`src/rtl/demux8_deser.sv`:
```
// Serial-to-parallel receiver: bits land LSB first in an assembly register,
// completed bytes move into a one-entry valid/ready output buffer.
module demux8_deser (
  input  logic       clk,
  input  logic       rst,
  input  logic       i,
  input  logic       i_valid,
  input  logic       sync,
  output logic [2:0] s,
  output logic [7:0] y,
  output logic       y_valid,
  input  logic       y_ready,
  output logic       ovf,
  input  logic       ovf_clr
);

  // Output handshake: a byte transfers on every edge where y_valid && y_ready;
  // y only changes when a completed byte is loaded, never on consumption.
  typedef enum logic {EMPTY = 1'b0, FULL = 1'b1} buf_state_e;

  buf_state_e state_q, state_d;
  logic [2:0] s_q, s_d;
  logic [6:0] sh_q, sh_d;
  logic [7:0] y_q, y_d;
  logic       ovf_q, ovf_d;

  logic complete;
  logic load;
  logic drop;

  assign complete = i_valid && !sync && (s_q == 3'd7);
  assign load     = complete && ((state_q == EMPTY) || y_ready);
  assign drop     = complete && (state_q == FULL) && !y_ready;

  always_comb begin
    s_d     = s_q;
    sh_d    = sh_q;
    y_d     = y_q;
    state_d = state_q;
    ovf_d   = ovf_q;

    // sync restarts the frame; a bit arriving with it becomes bit 0
    if (sync) begin
      sh_d = '0;
      s_d  = 3'd0;
      if (i_valid) begin
        sh_d[0] = i;
        s_d     = 3'd1;
      end
    end else if (i_valid) begin
      if (s_q != 3'd7) sh_d[s_q] = i;
      s_d = s_q + 3'd1;
    end

    if (load) y_d = {i, sh_q};

    case (state_q)
      EMPTY:   if (complete) state_d = FULL;
      FULL:    if (!complete && y_ready) state_d = EMPTY;
      default: state_d = EMPTY;
    endcase

    // a drop on the same edge as a clear leaves ovf set
    if (drop)         ovf_d = 1'b1;
    else if (ovf_clr) ovf_d = 1'b0;
  end

  always_ff @(posedge clk or posedge rst) begin
    if (rst) begin
      state_q <= EMPTY;
      s_q     <= 3'd0;
      sh_q    <= 7'd0;
      y_q     <= 8'h00;
      ovf_q   <= 1'b0;
    end else begin
      state_q <= state_d;
      s_q     <= s_d;
      sh_q    <= sh_d;
      y_q     <= y_d;
      ovf_q   <= ovf_d;
    end
  end

  assign s       = s_q;
  assign y       = y_q;
  assign y_valid = (state_q == FULL);
  assign ovf     = ovf_q;

endmodule

```
`config.mk`:
```
export PLATFORM = sky130hd
export DESIGN_NAME = demux8_deser
export DESIGN_NICKNAME = d
export VERILOG_FILES = /design/src/rtl/demux8_deser.sv
export SDC_FILE = /design/constraint.sdc
export NUM_CORES = 1
export LEC_CHECK = 0
export CAP_MARGIN = 20
export CORE_UTILIZATION = 49
export CTS_CLUSTER_SIZE = 40
export DETAILED_ROUTE_END_ITERATION = 6
export PLACE_DENSITY = 0.85
export SLEW_MARGIN = 0
export SYNTH_ARGS = -nofsm -noshare
export SYNTH_HDL_FRONTEND = slang
export SYNTH_SLANG_ARGS = --single-unit
```
`constraint.sdc`:
```
create_clock -name clk -period 2 [get_ports clk]
set_input_delay 0.3 -clock clk [delete_from_list [all_inputs] [get_ports clk]]
set_output_delay 0.3 -clock clk [all_outputs]
set_load 0.005 [all_outputs]
```
==> results_dict.tcl <==
set metrics [dict create \
    status "completed" \
    netlist.area_leader.share_pct 51.0 \
    drive_gt1_share_pct 20.2 \
    end_kind "flip-flop" \
    synth_most_common_cell "dfrtp_1" \
    yosys_warnings 0 \
    leakagePower_nw 0.618 \
    period_minus_slack_ns 1.79 \
    first_pass_iters 4 \
    via_per_inst 5.00 \
    timing.fmax_mhz 558 \
    fin_skew_ns 0.000918 \
    synthFlopType "dfrtp_1" \
    cts_inserted_buffers 3 \
    overflow 0 \
    synth_edf_count 0 \
    timing.final.crit_share_pct 89.6 \
    r2r_start "s[0]" \
    finalHoldViolCount 0 \
    diodes 0 \
    min_path_type "in -> async" \
    gp_congestion 0.752 \
    slew-limit-headroom_pct 78.0 \
    synthTopCellsByArea "dfrtp_1 51%, mux2_4 12%, mux2i_1 8.2%, nand2b_1 5.7%, nand2_1 2.7%" \
    die-height_um 46.8 \
    std_cell_rows 15 \
    cts.path.max_buffers 2 \
    die_w_um 46.8 \
    vdd_ir_drop_max_mv 0.402 \
    syn_area_per_cell_um2 13.1 \
    synth_common_cells "20 x dfrtp_1, 9 x nand2b_1, 8 x mux2_4, 8 x mux2i_1, 7 x nand2_1" \
    io_pins 20 \
    syn_to_final_growth_pct 25.7 \
    start_util_pct 54.5 \
    power.density_nw_per_um2 627 \
    seq_area_frac_synth_pct 51.0 \
    wl_per_cell_um 12.2 \
    htree_levels 1 \
    worst-endpoint-arrival_ns 1.98 \
    grt_pass1_vias 573 \
    cts.clk_slew.worst_paths_ns 0.11 \
    worst-slew-pin-transition_ns 0.329 \
    synth_top_area_cell "dfrtp_1" \
    drc_errors 0 \
    n_fill_cell 137 \
    cts_root_buf "clkbuf_4" \
    regToRegSetupSlack_ns 0.21 \
    drv_cap 0 \
    grt_pass1_wl_um 2440 \
    port-buffer-count 19 \
    ctsResizeCount 0 \
    ys_ff_latch 20 \
    routed_wl_um 1520 \
    postCtsSetupRepairBufs 0 \
    dieArea_um2 2190 \
    gr-usage-all-layers_pct 16.0 \
    drt_first_iter_violations 16 \
    vias 620 \
    postRouteAntennaNets 0 \
    synthArstFlopShare_pct 100 \
    synthesis.area_um2 982 \
    grt_max_degree 21 \
    r2r-end "y[6]" \
    cp_max_fo 8 \
    yosysUniqueCellTypes 21 \
    core_um2 1800 \
    hold_buffers 0 \
    critPathKind "reg -> reg" \
    place_ws_ns 0.209 \
    required_ns 2.19 \
    cp-start-kind "flip-flop" \
    setup_viol 0 \
    rsz0062_at_grt "no" \
    synth_cells 75 \
    r2r_cells 5 \
    cts.sinks 20 \
    post-dp-hpwl_um 1110 \
    clock_latency_ns 0.29 \
    antenna_found_initial 0 \
    fin_tns_setup_ns 0 \
    cts_tree "built" \
    syn_nets 84 \
    fin_ws_ns 0.207 \
    drv_slew 0 \
    final_nets 109 \
]
==> logic make-up after synthesis <==
logic type | synth area share, %
AOI/OAI and AO/OA | 2.29
xor gates and xnor gates | 0.892
adders and majority gates | 2.55
muxes | 20.4
DFF | 51.0
and+or+nand+nor | 18.2
buffers and inverters | 4.71
==> placed cells by master, fill, tap and decap left out, drive strengths merged, types with 2 or more instances in the layout <==
cell type and instances:
dfrtp 20, clkdlybuf4s50 19, nand2b 9, mux2 8, mux2i 8, nand2 7, buf 4, clkbuf 4
nor2 3, inv 3, nor2b 3, nand3 2, ha 2
==> area by class of cell <==
| type | count | area [µm²] | share of cell area [%] |
|---|---|---|---|
| Clock buffer | 4 | 36.3 | 2.94 |
| Multi-Input combinational cell | 49 | 435 | 35.3 |
| Inverter | 3 | 11.3 | 0.912 |
| Tap cell | 25 | 31.3 | 2.53 |
| Timing Repair Buffer | 23 | 220 | 17.8 |
| Sequential cell | 20 | 500 | 40.5 |
==> critical path, cell delays in order (launching register included) <==
cell and delay (ns):
dfrtp_1 0.47, ha_1 0.19, ha_1 0.27, nand3b_4 0.12
nor2b_4 0.31, mux2_4 0.33
==> layer usage <==
metal / GRT usage (%) / wire, µm
met1: 21.0 / 716
met2: 25.6 / 719
met3: 4.62 / 81
met4: 5.14 / 0
met5: 0 / 0
==> metrics by stage <==
| stage | cells | area (µm²) | hold slack [ns] | utilization, % | power (W) |
|---|---|---|---|---|---|
| 2_1_floorplan | 75 | 982 | 0.264 | - | 0.000505 |
| 3_3_place_gp | 120 | 1200 | 0.490 | 66.5 | 0.000553 |
| 3_5_place_dp | 120 | 1200 | 0.494 | 66.5 | 0.000556 |
| 4_1_cts | 124 | 1230 | 0.321 | 68.5 | 0.000785 |
| 5_1_grt | 124 | 1230 | 0.341 | 68.5 | 0.000814 |
| 6_report | 124 | 1230 | 0.319 | 68.5 | 0.000775 |
==> worst max-delay path by stage <==
stage,from,to,slack [ns],cells after the start
after floorplan,s[0],y[0],0.37,6
after global placement,s[0],y[6],0.27,5
after detailed placement,s[0],y[7],0.21,5
after CTS,s[0],y[0],0.20,5
after global routing,s[0],y[6],0.07,5
final,s[0],y[6],0.21,5
==> power breakdown <==
| part | switching [W] | total, W | internal, W |
|---|---|---|---|
| clock | 0.000117 | 0.000228 | 0.000111 |
| combinational | 0.0000495 | 0.000114 | 0.0000645 |
| sequential | 0.0000137 | 0.000433 | 0.000419 |
==> flip-flops by register name (all words and copies together), names as in the netlist <==
| register | flops |
|---|---|
| sh_q | 7 |
| y | 8 |
| y_valid | 1 |
| s | 3 |
| ovf | 1 |
(Power assumes the default switching activity.)
